--- src/rtl/mono_rx_fifo_arbiter.sv ---
// Round-robin, burst-limited merge of N first-word-fall-through source FIFOs
// into a single registered output word feeding bram_fifo.
module mono_rx_fifo_arbiter #(
   parameter int N         = 4,
   parameter int DW        = 32,
   parameter int MAX_BURST = 16
) (
   input  logic            BUS_CLK,
   input  logic            BUS_RST_N,
   input  logic [N-1:0]    ENABLE,
   input  logic [N-1:0]    IN_EMPTY,
   input  logic [N*DW-1:0] IN_DATA,
   output logic [N-1:0]    IN_READ,
   input  logic            OUT_READ,
   output logic            OUT_EMPTY,
   output logic [DW-1:0]   OUT_DATA,
   output logic [N-1:0]    GRANT,
   output logic [31:0]     WORD_CNT
);
   localparam int IW = (N > 1) ? $clog2(N) : 1;
   localparam logic [7:0] MAXB = 8'(MAX_BURST);

   typedef enum logic [0:0] {ST_IDLE = 1'b0, ST_GRANT = 1'b1} state_t;

   state_t        state_r, state_nxt_s;
   logic [N-1:0]  grant_r, grant_nxt_s;
   logic [IW-1:0] gidx_r, gidx_nxt_s, last_r, last_nxt_s, sel_idx_s;
   logic          sel_found_s;
   logic [7:0]    burst_r, burst_nxt_s, burst_inc_s;
   logic          out_empty_r;
   logic [DW-1:0] out_data_r, sel_data_s;
   logic [31:0]   word_cnt_r;
   logic [N-1:0]  req_s, in_read_s;
   logic          space_s, pop_s, release_s;

   assign req_s      = ENABLE & ~IN_EMPTY;
   assign space_s    = out_empty_r | OUT_READ;
   assign sel_data_s = IN_DATA[gidx_r*DW +: DW];

   // Round-robin search starting one past the last released source
   always_comb begin
      logic [IW-1:0] idx_v;
      logic          hit_v;
      idx_v       = '0;
      hit_v       = 1'b0;
      sel_found_s = 1'b0;
      sel_idx_s   = '0;
      for (int k = 1; k <= N; k++) begin
         idx_v       = IW'((int'(last_r) + k) % N);
         hit_v       = ~sel_found_s & req_s[idx_v];
         sel_idx_s   = hit_v ? idx_v : sel_idx_s;
         sel_found_s = sel_found_s | hit_v;
      end
   end

   // Pop strobe for the granted source and the release decision
   always_comb begin
      pop_s       = 1'b0;
      release_s   = 1'b0;
      in_read_s   = '0;
      burst_inc_s = burst_r;
      if (state_r == ST_GRANT) begin
         pop_s       = req_s[gidx_r] & space_s & (burst_r < MAXB);
         burst_inc_s = burst_r + {7'd0, pop_s};
         // the burst limit counts the pop taking place on this same edge
         release_s   = (burst_inc_s == MAXB) | (IN_EMPTY[gidx_r] & ~pop_s) | ~ENABLE[gidx_r];
         in_read_s[gidx_r] = pop_s;
      end else begin
         pop_s = 1'b0;
      end
   end

   // Next-state: IDLE arbitrates for one cycle, GRANT bursts until release
   always_comb begin
      state_nxt_s = state_r;
      grant_nxt_s = grant_r;
      gidx_nxt_s  = gidx_r;
      last_nxt_s  = last_r;
      burst_nxt_s = burst_r;
      case (state_r)
         ST_IDLE: begin
            if (sel_found_s) begin
               state_nxt_s            = ST_GRANT;
               grant_nxt_s            = '0;
               grant_nxt_s[sel_idx_s] = 1'b1;
               gidx_nxt_s             = sel_idx_s;
               burst_nxt_s            = 8'd0;
            end else begin
               grant_nxt_s = '0;
            end
         end
         ST_GRANT: begin
            burst_nxt_s = burst_inc_s;
            if (release_s) begin
               state_nxt_s = ST_IDLE;
               grant_nxt_s = '0;
               last_nxt_s  = gidx_r;
            end else begin
               state_nxt_s = ST_GRANT;
            end
         end
         default: begin
            state_nxt_s = ST_IDLE;
            grant_nxt_s = '0;
         end
      endcase
   end

   // Arbiter state registers
   always_ff @(posedge BUS_CLK or negedge BUS_RST_N) begin
      if (!BUS_RST_N) begin
         state_r <= ST_IDLE;
         grant_r <= '0;
         gidx_r  <= '0;
         last_r  <= IW'(N - 1);
         burst_r <= 8'd0;
      end else begin
         state_r <= state_nxt_s;
         grant_r <= grant_nxt_s;
         gidx_r  <= gidx_nxt_s;
         last_r  <= last_nxt_s;
         burst_r <= burst_nxt_s;
      end
   end

   // Output word register and saturating forwarded-word counter
   always_ff @(posedge BUS_CLK or negedge BUS_RST_N) begin
      if (!BUS_RST_N) begin
         out_empty_r <= 1'b1;
         out_data_r  <= '0;
         word_cnt_r  <= 32'd0;
      end else if (pop_s) begin
         out_data_r  <= sel_data_s;
         out_empty_r <= 1'b0;
         word_cnt_r  <= (word_cnt_r == 32'hFFFF_FFFF) ? word_cnt_r : word_cnt_r + 32'd1;
      end else if (OUT_READ) begin
         out_empty_r <= 1'b1;
      end else begin
         out_empty_r <= out_empty_r;
      end
   end

   assign IN_READ   = in_read_s;
   assign OUT_EMPTY = out_empty_r;
   assign OUT_DATA  = out_data_r;
   assign GRANT     = grant_r;
   assign WORD_CNT  = word_cnt_r;

endmodule
--- config.mk ---
export PLATFORM = sky130hd
export DESIGN_NAME = mono_rx_fifo_arbiter
export DESIGN_NICKNAME = d
export VERILOG_FILES = /design/src/rtl/mono_rx_fifo_arbiter.sv
export SDC_FILE = /design/constraint.sdc
export NUM_CORES = 1
export LEC_CHECK = 0
export ABC_AREA = 1
export CORE_ASPECT_RATIO = 1.5
export CORE_MARGIN = 8
export CORE_UTILIZATION = 31
export DETAILED_ROUTE_END_ITERATION = 12
export GPL_TIMING_DRIVEN = 0
export MAX_ROUTING_LAYER = met4
export PLACE_DENSITY_LB_ADDON = 0.12
export SYNTH_ARGS = -nofsm -noshare
export SYNTH_HDL_FRONTEND = slang
export SYNTH_SLANG_ARGS = --single-unit
--- constraint.sdc ---
create_clock -name BUS_CLK -period 2.8 [get_ports BUS_CLK]
set_input_delay 0.84 -clock BUS_CLK [delete_from_list [all_inputs] [get_ports BUS_CLK]]
set_output_delay 0.84 -clock BUS_CLK [all_outputs]
set_load 0.02 [all_outputs]
==> results of run 1 <==
cell usage after synthesis (2+ instances only):
library cell	number	share of area
nor3_2	2	0.0039
dfstp_2	3	0.015
nand2_1	145	0.11
nor2_2	2	0.0024
o21a_1	32	0.046
a21oi_1	5	0.0048
xnor2_1	5	0.0085
nor3_1	19	0.018
buf_2	5	0.0048
ha_1	3	0.0073
nand2_2	5	0.0060
inv_2	4	0.0029
clkbuf_1	20	0.015
a22oi_1	32	0.046
o21ai_0	24	0.023
dfrtp_1	79	0.38
inv_1	57	0.041
buf_4	5	0.0073
xor2_1	26	0.044
buf_6	4	0.0087
nor2_1	47	0.034
nand4_1	47	0.057
nand3_2	2	0.0039
nand3_1	101	0.098
flip-flops by register name, summed over array words and instances (netlist names):
register   cells
OUT_DATA      32
WORD_CNT      32
burst_r        8
GRANT          4
gidx_r         2
last_r         2
OUT_EMPTY      1
state_r        1
area by class of cell:
class                   instances  area [um2]  area share
inverters                      63         254      0.0313
flip-flops and latches         82        2060       0.253
plain buffers                  35         196      0.0242
clock buffers                  10         239      0.0294
clock inverters                 6        66.3     0.00817
well taps                     210         263      0.0324
multi-input cells             503        2810       0.346
repair buffers                228        2230       0.275
power by group through the flow:
stage	sequential [W]	combinational, W	clock (W)
4_1_cts	0.00187	0.00431	0.00128
6_report	0.00188	0.00445	0.00125
5_1_grt	0.00193	0.00482	0.00131
2_1_floorplan	0.00226	0.00204	0
3_3_place_gp	0.00189	0.00419	0
3_5_place_dp	0.00189	0.00420	0
what timing repair did:
item	in CTS	in global routing
gates resized for setup	75	27
setup buffers	8	8
pin swaps	10	12
endpoints found under the setup margin	11	11
metrics by stage:
stage	total power (W)	TNS (ps)	hold slack, ps	std cells
floorplan	0.00430	-218	486	683
global placement	0.00607	-211830	464	1104
detailed placement	0.00609	-13910	474	1105
CTS	0.00746	-957	408	1129
global route	0.00805	-820	429	1137
finish	0.00758	-295	400	1137
path summary, 6_finish.rpt:
| path | startpoint | endpoint | depth (start not counted) |
|---|---|---|---|
| max reg2reg | OUT_EMPTY | GRANT[0] | 18 |
| max in group asynchronous | BUS_RST_N | WORD_CNT[3] | 2 |
| max | OUT_READ | IN_READ[3] | 11 |
| min | BUS_RST_N | WORD_CNT[14] | 1 |
| min in group BUS_CLK | GRANT[2] | GRANT[2] | 2 |
| min reg2reg | GRANT[2] | GRANT[2] | 2 |
logic make-up (layout without fill, tap and decap cells):
family                   Yosys count  after routing  share of synthesized area
XOR/XNOR                          31             31                     0.0525
flip-flops                        82             82                      0.397
adder cells (fa/ha/maj)            3              3                    0.00726
AO/OA/AOI/OAI                     95             95                      0.124
buffers and inverters             98            342                     0.0827
AND/OR/NAND/NOR                  374            374                      0.336
worst max-delay path, delay by kind of cell:
kind,cells,cell delay (ps)
buffers and inverters,5,570
AND/OR/NAND/NOR,6,660
layout by cell type, fill, tap and decap left out, drive strengths merged, types with 33 or more instances in the layout:
master	n
buf	43
nor2	50
inv	60
dfrtp	79
nand2	150
nand3	103
nand4	47
clkdlybuf4s50	197
clkbuf	33
layer usage:
| metal | up-vias | GRT usage | share of wire |
|---|---|---|---|
| met5 | - | - | 0 |
| met4 | 0 | 0.103 | 0.036 |
| met3 | 40 | 0.0438 | 0.058 |
| met2 | 193 | 0.385 | 0.52 |
| met1 | 2748 | 0.225 | 0.38 |
| li1 | 2810 | - | - |
==> metrics.cfg, run 1 <==
[pwr]
power.density_mw_per_mm2=933
p_int_w=0.00414
power_leakage_nw=3.37
power_frac_seq=0.248
p_clk_frac=0.164
swShare=0.454
ir_drop_uv=479
combPwrFrac=0.588
p_switching_w=0.00344

[sta]
fin_ws_ps=-122
finalMaxSlewViolations=0
hold_viol_final=0
maxSlewHeadroom=0.498
clock_skew_ps=6.47
setup_viol=4
tightestPinTransition_ps=747
finalCritPeriodShare=1.04
grt_setup_unrepaired=true
fin_crit_ps=2920
fmax_mhz=342

[worst_setup_path]
rrSetupSlack_ps=120
crit_required_ps=1960
slowest_stage=nor3_2
crit_fanout=4
cp_common_cell=buf_6
critPathKind=in2out
cpPeakStageDelay_ps=190
worstPathCellList=buf_6, or2_4, nand3_2, nor3_2, nand2_2, nor2_4, buf_6, clkinvlp_4, buf_4, nor2_4, buf_6
arrival_ps=2080
worstSetupStartpointType=input port
worstSetupEndpointType=output pin

[detailed_routing]
drtPass1Iterations=5
ant_nets=0
drt-total-wl_um=22500
avgRoutedWirePerCell_um=19.8
drt_iter0_drc=353
drc=0
via_count=5791
via_per_inst=5.09

[cells_and_area]
finalInstanceArea_mm2=0.00812
final_util=0.491
insertedDiodeCount=0
drive_gt1_frac=0.118
nNetsFinal=1064
area_delta_synth_final_pct=57.0
fillers=1660

[synth]
ys_warn_count=0
synth_edf_count=0
async_flop_share=1.00
syn_area_mm2=0.00517
ys_seq_area_frac=0.397
synth-main-ff-cell=dfrtp_1
synthCells=683
syn_area_per_cell_um2=7.57
synth_seq_cells=82
syn-num-nets=825
yosysUniqueCellTypes=33

[clock_tree]
cts_sinks=82
cts_tree=done
h-tree-depth=3
cts_buffers=9
clock_latency_ps=350
cts_root_buf=clkbuf_16
cts_buffer_depth=2
path_clk_slew_ps=70
hold_buffers=0

[placement]
portBuffers=211
preCtsSetupSlack_ps=-1310
dpl_cell_area_mm2=0.00757
place_congestion=0.949
place_hpwl_um=18000

[global_routing]
grt_pass1_vias=6020
grt_start_max_net_pins=59
grt.overflow.total=0
grt_pass1_wl_um=34500
antenna_found_initial=0
track_usage=0.218

[die]
coreArea_mm2=0.0165
die_y_um=174
ios=212
dieArea_mm2=0.0212
start_util=0.313
die_w_um=121
std_cell_rows=58

[status]
violations=negative setup slack
status=finished with violations

[run]
max_cap_violations=0

[min_path]
hp-class=in2async

Note: power is estimated with default switching activity, not from simulation.
==> run 2: changes to the inputs <==
- GPL_TIMING_DRIVEN: 0 -> default
- TNS_END_PERCENT: default -> 1
==> run 2 against run 1 <==
  * Combinational power down 9.7%
  * Maximum frequency up 7.4%
  * Design area down 1.5%
  * Critical endpoint is now IN_READ[1]
  * Final cell count is 1.8% lower
  * The run now ends clean
  * Die area is the same
  * Flip-flop and latch count did not move
  * Total power is 3.4% lower
  * Setup slack improved by 200 ps
==> metrics.cfg, run 2 (synthesis results as in run 1) <==
[clock_tree]
cts_buffers=9  ; unchanged
path_clk_slew_ps=60  ; was 70 ps
cts_sinks=82  ; unchanged
cts_tree=done  ; unchanged
cts_buffer_depth=2  ; unchanged
clock_latency_ps=340  ; was 350 ps
h-tree-depth=3  ; unchanged
cts_root_buf=clkbuf_16  ; unchanged

[cells_and_area]
area_delta_synth_final_pct=54.6  ; was 57.0%
nNetsFinal=1043  ; was 1064
insertedDiodeCount=0  ; unchanged
final_common_cell=clkdlybuf4s50_1  ; unchanged
final_cell_mix=clkdlybuf4s50_1, nand2_1, nand3_1, dfrtp_1, inv_1  ; unchanged
finalInstanceArea_mm2=0.00800  ; was 0.00812 mm2
drive_gt1_frac=0.108  ; was 0.118

[placement]
place_hpwl_um=16500  ; was 18000 um
portBuffers=211  ; unchanged
place_congestion=0.926  ; was 0.949
dpl_cell_area_mm2=0.00761  ; was 0.00757 mm2

[min_path]
hp-class=reg2reg  ; was in2async
hold_path_depth=1

[sta]
fin_crit_ps=2720  ; was 2920 ps
finalCritPeriodShare=0.971  ; was 1.04
clock_skew_ps=6.89  ; was 6.47 ps
tightestPinTransition_ps=695  ; was 747 ps
maxSlewHeadroom=0.537  ; was 0.498
finalSetupTns_ps=0  ; was -295 ps
fmax_mhz=368  ; was 342 MHz
finalMaxSlewViolations=0  ; unchanged
hold_viol_final=0  ; unchanged
setup_viol=0  ; was 4
grt_setup_unrepaired=true  ; unchanged

[pwr]
power_leakage_nw=3.34  ; was 3.37 nW
ir_drop_uv=590  ; was 479 uV
combPwrFrac=0.550  ; was 0.588
p_int_w=0.00414  ; about the same
power.density_mw_per_mm2=915  ; was 933 mW/mm2
p_switching_w=0.00318  ; was 0.00344 W
swShare=0.435  ; was 0.454
p_clk_frac=0.188  ; was 0.164
power_frac_seq=0.263  ; was 0.248

[detailed_routing]
drt-total-wl_um=20900  ; was 22500 um
drt_iter0_drc=375  ; was 353
avgRoutedWirePerCell_um=18.7  ; was 19.8 um
ant_nets=0  ; unchanged
via_per_inst=5.06  ; was 5.09
via_count=5648  ; was 5791
drc=0  ; unchanged
drtPass1Iterations=5  ; unchanged

[global_routing]
grt_pass1_vias=5912  ; was 6020
grt.overflow.total=0  ; unchanged
grt_start_max_net_pins=66  ; was 59
track_usage=0.202  ; was 0.218
grt_pass1_wl_um=32700  ; was 34500 um
antenna_found_initial=0  ; unchanged

[worst_setup_path]
critPathKind=in2out  ; unchanged
crit_family=simple AND/OR/NAND/NOR gates  ; unchanged
slowest_stage=clkdlybuf4s15_2  ; was nor3_2
worstPathCellList=clkdlybuf4s15_2, nor2_2, nor2_1, nor3_2, nand2_1, nor2_4, inv_2, nor3_2, buf_4  ; was buf_6, or2_4, nand3_2, nor3_2, nand2_2, nor2_4, buf_6, clkinvlp_4, buf_4, nor2_4, buf_6
cp_num_buf_inv=3  ; was 5
rrSetupSlack_ps=200  ; was 120 ps
worstSetupStartpointType=input port  ; unchanged
worstSetupEndpointType=output pin  ; unchanged
cpPeakStageDelay_ps=190  ; about the same
crit_required_ps=1960  ; about the same
cp.depth=9  ; was 11
crit_fanout=5  ; was 4
ff2ff_path_depth=20  ; was 18
arrival_ps=1880  ; was 2080 ps
cp_common_cell=nor3_2  ; was buf_6

[die]
dieArea_mm2=0.0212  ; unchanged
start_util=0.313  ; unchanged
die_w_um=121  ; unchanged
die_y_um=174  ; unchanged
std_cell_rows=58  ; unchanged
ios=212  ; unchanged
coreArea_mm2=0.0165  ; unchanged

[status]
status=finished clean  ; was finished with violations

[run]
max_cap_violations=0  ; unchanged

==> run 2: final timing paths <==
path / from / to
worst max-delay path: IN_EMPTY[3] / IN_READ[1]
worst min-delay path: OUT_DATA[26] / OUT_DATA[26]
min in group asynchronous: BUS_RST_N / WORD_CNT[31]
worst max register to register: OUT_EMPTY / GRANT[1]
worst min register to register: OUT_DATA[26] / OUT_DATA[26]
max in group asynchronous: BUS_RST_N / WORD_CNT[18]
==> run 2: power by group through the flow <==
stage,clock network [W],logic [W],registers [W]
finish,0.00137,0.00402,0.00192
CTS,0.00141,0.00405,0.00192
global route,0.00146,0.00438,0.00199
floorplan,0,0.00204,0.00226
global placement,0,0.00397,0.00193
detailed placement,0,0.00402,0.00194
==> run 2: metal layers <==
| metal | vias up | share of wire | track usage | routed length (um) |
|---|---|---|---|---|
| met4 | 0 | 0.025 | 0.0687 | 513 |
| li1 | 2761 | - | - | - |
| met1 | 2663 | 0.38 | 0.214 | 8020 |
| met3 | 25 | 0.060 | 0.0458 | 1250 |
| met2 | 199 | 0.53 | 0.358 | 11100 |
| met5 | - | 0 | - | 0 |
==> run 2: through the flow <==
step,hold WS [ps],util,setup slack (ps),cells,total power [W]
2_1_floorplan,486,-,-109,683,0.00430
3_3_place_gp,469,0.460,-845,1098,0.00590
3_5_place_dp,479,0.460,-885,1098,0.00596
4_1_cts,492,0.481,8.45,1116,0.00738
5_1_grt,504,0.484,-23.0,1116,0.00783
6_report,487,0.484,80.7,1116,0.00732
==> run 2: repair_timing <==
action	in CTS	in global routing
gates resized for setup	53	11
setup buffers	2	0
hold buffers	0	0
endpoints found under the setup margin	42	14
pin swaps	11	3
==> run 2: layout make-up <==
cell class                 instances  area [um2]
inverter                          63         240
multi-input combinational        503        2760
timing repair buffer             242        2340
fill                            1662        8550
tap                              210         263
clock inverter                     7         118
clock buffer                       9         225
sequential                        82        2060
